$ cat src/rtl/verificador_porta_pkg.sv
`default_nettype none
// +------------------------------------------------------------------+
// | verificador_porta_pkg : FSM encodings and 2-input truth tables   |
// | Rev 1.0                                                          |
// +------------------------------------------------------------------+
package verificador_porta_pkg;

  typedef enum logic [1:0] {
    ST_IDLE  = 2'd0,
    ST_APPLY = 2'd1,
    ST_DONE  = 2'd2
  } state_t;

  // Indexed by {a,b}: bit 0 is vector 00, bit 3 is vector 11
  localparam logic [3:0] TT_AND  = 4'b1000;
  localparam logic [3:0] TT_OR   = 4'b1110;
  localparam logic [3:0] TT_XOR  = 4'b0110;
  localparam logic [3:0] TT_NAND = 4'b0111;
  localparam logic [3:0] TT_NOR  = 4'b0001;

endpackage
`default_nettype wire

$ cat src/rtl/verificador_porta_contador_settle.sv
`default_nettype none
// +------------------------------------------------------------------+
// | contador_settle : settle-window counter, terminal count flag     |
// | Rev 1.0                                                          |
// +------------------------------------------------------------------+
module contador_settle #(
  parameter int SETTLE_CYCLES = 2
) (
  input  logic clk,
  input  logic rst,
  input  logic clr,
  input  logic en,
  output logic tc
);

  localparam logic [3:0] C_LAST = 4'(SETTLE_CYCLES - 1);

  logic [3:0] r_cnt;

  assign tc = (r_cnt == C_LAST);

  always_ff @(posedge clk) begin
    if (rst || clr) begin
      r_cnt <= 4'd0;
    end else if (en) begin
      // Wraps at the end of each window so the next vector starts fresh
      r_cnt <= tc ? 4'd0 : r_cnt + 4'd1;
    end
  end

endmodule
`default_nettype wire

$ cat src/rtl/verificador_porta.sv
`default_nettype none
// +------------------------------------------------------------------+
// | verificador_porta : sweeps a 2-input gate, checks truth table    |
// | Rev 1.0                                                          |
// +------------------------------------------------------------------+
module verificador_porta
  import verificador_porta_pkg::*;
#(
  parameter logic [3:0] TRUTH_TABLE   = TT_AND,
  parameter int         SETTLE_CYCLES = 2
) (
  input  logic       clk,
  input  logic       rst,
  input  logic       start,
  output logic       a,
  output logic       b,
  input  logic       y,
  output logic       busy,
  output logic       done,
  output logic       pass,
  output logic [2:0] err_count,
  output logic [1:0] first_fail
);

  state_t     r_state;
  state_t     w_state_next;
  logic [1:0] r_idx;
  logic [2:0] r_err;
  logic [1:0] r_first;
  logic       w_tc;
  logic       w_accept;
  logic       w_sample;
  logic       w_mismatch;

  assign w_accept   = start && (r_state != ST_APPLY);
  assign w_sample   = (r_state == ST_APPLY) && w_tc;
  assign w_mismatch = (y != TRUTH_TABLE[r_idx]);

  contador_settle #(
    .SETTLE_CYCLES(SETTLE_CYCLES)
  ) u_contador_settle (
    .clk (clk),
    .rst (rst),
    .clr (w_accept),
    .en  (r_state == ST_APPLY),
    .tc  (w_tc)
  );

  always_ff @(posedge clk) begin
    if (rst) begin
      r_state <= ST_IDLE;
    end else begin
      r_state <= w_state_next;
    end
  end

  always_comb begin
    w_state_next = r_state;
    case (r_state)
      ST_IDLE, ST_DONE: if (start) w_state_next = ST_APPLY;
      ST_APPLY:         if (w_tc && (r_idx == 2'd3)) w_state_next = ST_DONE;
      default:          w_state_next = ST_IDLE;
    endcase
  end

  always_ff @(posedge clk) begin
    if (rst || w_accept) begin
      r_idx   <= 2'd0;
      r_err   <= 3'd0;
      r_first <= 2'd0;
    end else if (w_sample) begin
      if (w_mismatch) begin
        r_err <= r_err + 3'd1;
        if (r_err == 3'd0) r_first <= r_idx;
      end
      // Index parks at 3 so a,b read 11 while in DONE
      if (r_idx != 2'd3) r_idx <= r_idx + 2'd1;
    end
  end

  assign {a, b}     = r_idx;
  assign busy       = (r_state == ST_APPLY);
  assign done       = (r_state == ST_DONE);
  assign pass       = done && (r_err == 3'd0);
  assign err_count  = r_err;
  assign first_fail = r_first;

endmodule
`default_nettype wire

$ cat config.mk
export PLATFORM = sky130hd
export DESIGN_NAME = verificador_porta
export DESIGN_NICKNAME = d
export VERILOG_FILES = /design/src/rtl/verificador_porta_pkg.sv /design/src/rtl/verificador_porta_contador_settle.sv /design/src/rtl/verificador_porta.sv
export SDC_FILE = /design/constraint.sdc
export NUM_CORES = 1
export LEC_CHECK = 0
export ABC_AREA = 0
export CORE_UTILIZATION = 50
export CTS_BUF_LIST = sky130_fd_sc_hd__clkbuf_8
export CTS_CLUSTER_DIAMETER = 100
export DETAILED_ROUTE_END_ITERATION = 10
export DONT_BUFFER_PORTS = 1
export GPL_TIMING_DRIVEN = 0
export PLACE_DENSITY = 0.68
export SLEW_MARGIN = 20
export SYNTH_ARGS = -nofsm -noshare
export SYNTH_HDL_FRONTEND = slang
export SYNTH_SLANG_ARGS = --single-unit
$ cat constraint.sdc
create_clock -name clk -period 1.8 [get_ports clk]
set_clock_uncertainty 0.15 [all_clocks]
set_input_delay 0.36 -clock clk [delete_from_list [all_inputs] [get_ports clk]]
set_output_delay 0.36 -clock clk [all_outputs]
set_load 0.02 [all_outputs]
==> results.toml <==
[global_route]
grt_overflow_total = 0
grtUsageTotal_pct = 20.4
grt_pass1_wl_um = 2070
grt_pass1_vias = 458
grt_max_degree = 11
antenna_found_initial = 0

[floorplanning]
die_area_um2 = 1580
io_pins = 14
fp-row-count = 13
coreArea_um2 = 1320
dieWidth_um = 39.8
start_util_pct = 54.2
die_y_um = 39.8

[synthesis]
synth_cell_types = 29
ys_warn_count = 0
syn-instance-count = 71
ys_seq_elements = 13
ys_seq_area_share_pct = 36.4
syn-cell-area_um2 = 714
synth_top_area_share_pct = 36.4
syn_area_per_cell_um2 = 10.1
syn_nets = 78
netlist_top_cells_area = "dfxtp_1, mux2i_1, o211ai_1"
synth_top_area_cell = "dfxtp_1"

[clocking]
clockRootBuffer = "clkbuf_8"
cts.clk_slew.worst_paths_ns = 0.05
cts_tree = "built"
cts_setup_buffers = 0
clock-sinks = 13
insertion_delay_ns = 0.24
hold_buffers = 0
htree_levels = 1
clk_path_buf_depth = 2
cts_inserted_buffers = 3

[placed_design]
dp_hpwl_um = 998
dpl_cell_area_um2 = 733
portBuffers = 0
place.gp.congestion = 0.742
place_ws_ns = -0.0577

[outcome]
status = "finished, final reports clean"

[power_and_ir_drop]
power.density_nw_per_um2 = 793
p_leak_nw = 0.281
peakVddDrop_v = 0.000445

[setup_path]
cpLargestDelayFamily = "flip-flops"
crit_required_ns = 1.29
worstSetupStartpointType = "flop"
crit_fanout = 4
cp.arrival_ns = 1.20
crit_type = "flop to output port"
crit_path_end_kind = "output port"
crit_path_top_delay_cell = "dfxtp_2"
path_cells = "inv_1, ha_1, nor2b_1, and2_4"
timing.rr.start = "r_idx[1]$_SDFFE_PP0P_"
reg2regPathDepth = 4
r2r_end = "first_fail[1]$_SDFFE_PP0P_"
slowest_delay_ns = 0.41
r2r_setup_slack_ns = 0.15
path_buf_inv = 1

[timing]
worst_pin_slew_ns = 0.368
drv_slew = 0
setup_violations = 0
max_slew_margin_pct = 75.4
rsz0062_at_grt = "no"
finalHoldViolations = 0
worst_slack_ns = 0.0906
period_needed_ns = 1.71
post-route-period-util_pct = 95.0
fmax_mhz = 585

[final_layout]
syn_to_final_growth_pct = 12.4
drive_gt1_share_pct = 25.3
nets = 83
fin_area_um2 = 803
antenna_cells = 0
num-fill-cells = 114
final_core_util_pct = 61.0

[min_path]
min-delay-start = "rst"
hold_path_depth = 1
min_path_type = "input pin to flop"
hold_path_end = "r_state[1]$_SDFFE_PP0P_"

[route]
ant_nets = 0
vias = 541
via_per_inst = 6.01
drt_first_iter_violations = 10
avgRoutedWirePerCell_um = 14.5
drt-pass1-iter-count = 4
wirelength_um = 1310
drcViolationCount = 0

[flow_run]
drv_cap = 0
-- cell type report --
type | instances | area [um^2] | area share [%]
buffer | 1 | 11.3 | 1.40
multi-input combinational | 50 | 432 | 53.7
sequential | 13 | 267 | 33.2
inverter | 7 | 30.0 | 3.74
clock inverter | 1 | 3.75 | 0.467
clock buffer | 3 | 41.3 | 5.14
tap | 15 | 18.8 | 2.34
-- per-layer routing --
layer	track usage [%]	part of all wire, %	up-vias
li1	-	-	276
met1	29.1	49	251
met2	28.3	46	12
met3	3.98	4.1	2
met4	10.3	0.84	0
met5	0	0	-
-- stage by stage --
step | hold WS, ns | setup TNS, ns | instances | power [W]
6_report | 0.0401 | 0 | 90 | 0.000637
2_1_floorplan | 0.282 | 0 | 71 | 0.000371
3_3_place_gp | 0.294 | -0.0668 | 86 | 0.000384
4_1_cts | 0.0350 | 0 | 90 | 0.000642
5_1_grt | 0.0264 | 0 | 90 | 0.000667
3_5_place_dp | 0.287 | -0.113 | 86 | 0.000385
-- worst max-delay path by stage --
stage	slack, ns	cells past startpoint	end	from
after floorplan	0.15	4	first_fail[0]$_SDFFE_PP0P_	r_idx[0]$_SDFFE_PP0P_
after global placement	-0.03	4	first_fail[1]$_SDFFE_PP0P_	r_idx[0]$_SDFFE_PP0P_
after detailed placement	-0.06	4	first_fail[1]$_SDFFE_PP0P_	r_idx[0]$_SDFFE_PP0P_
after CTS	0.02	3	busy	r_state[0]$_SDFFE_PP0P_
after global routing	0.006	4	pass	err_count[0]$_SDFFE_PP0P_
final	0.09	4	pass	err_count[1]$_SDFFE_PP0P_
-- sequential cells by signal, indices dropped and copies added (netlist names) --
name / cells
u_contador_settle.r_cnt: 4
err_count: 3
first_fail: 2
r_idx: 2
r_state: 2
-- kinds of logic after synthesis --
| kind of cell | Yosys count | share of synthesized area (%) |
|---|---|---|
| muxes | 5 | 7.01 |
| and+or+nand+nor | 17 | 20.0 |
| adders and majority gates | 3 | 5.25 |
| AOI/OAI and AO/OA | 21 | 21.2 |
| xor gates and xnor gates | 4 | 4.90 |
| buffers and inverters | 8 | 5.25 |
| DFF | 13 | 36.4 |
-- where the power goes --
group / leakage [nW] / switching [W] / total [W] / internal (W)
combinational: 0.147 / 0.0000469 / 0.0000768 / 0.0000299
sequential: 0.107 / 0.0000105 / 0.000303 / 0.000292
clock: 0.0269 / 0.000107 / 0.000257 / 0.000150
total: 0.281 / 0.000164 / 0.000637 / 0.000473
-- cell usage in the layout, fill, tap and decap left out, types with 2 or more instances in the layout --
cell      synthesis  routed
xnor2_1           3       3
inv_1             6       6
mux2i_1           5       5
clkbuf_8          0       3
dfxtp_2           0       2
nand4_1           4       4
a21oi_1           5       5
ha_1              3       2
dfxtp_1          13      10
a211o_1           2       2
o31ai_1           2       2
o211ai_1          6       6
nor2_1            3       3
-- cells in the mapped netlist (all sizes together) --
cell type	n
dfxtp	13
nor3	2
nor4b	1
inv	6
or4b	1
o31ai	2
a21oi	5
a31o	1
nand2b	1
nor2	3
or3	1
o2111ai	1
xor2	1
mux2i	5
a32oi	1
nand4b	1
a211o	2
o211ai	6
buf	1
a21o	1
nand4	4
ha	3
nor2b	2
o21ai	2
and2	1
xnor2	3
clkinv	1
-- timing repair --
item	4_1_cts	5_1_grt
endpoints found under the setup margin	3	4
resized for setup	6	4
gates cloned	0	0
pin swaps	0	0
Power figures use the tool's default switching activity.
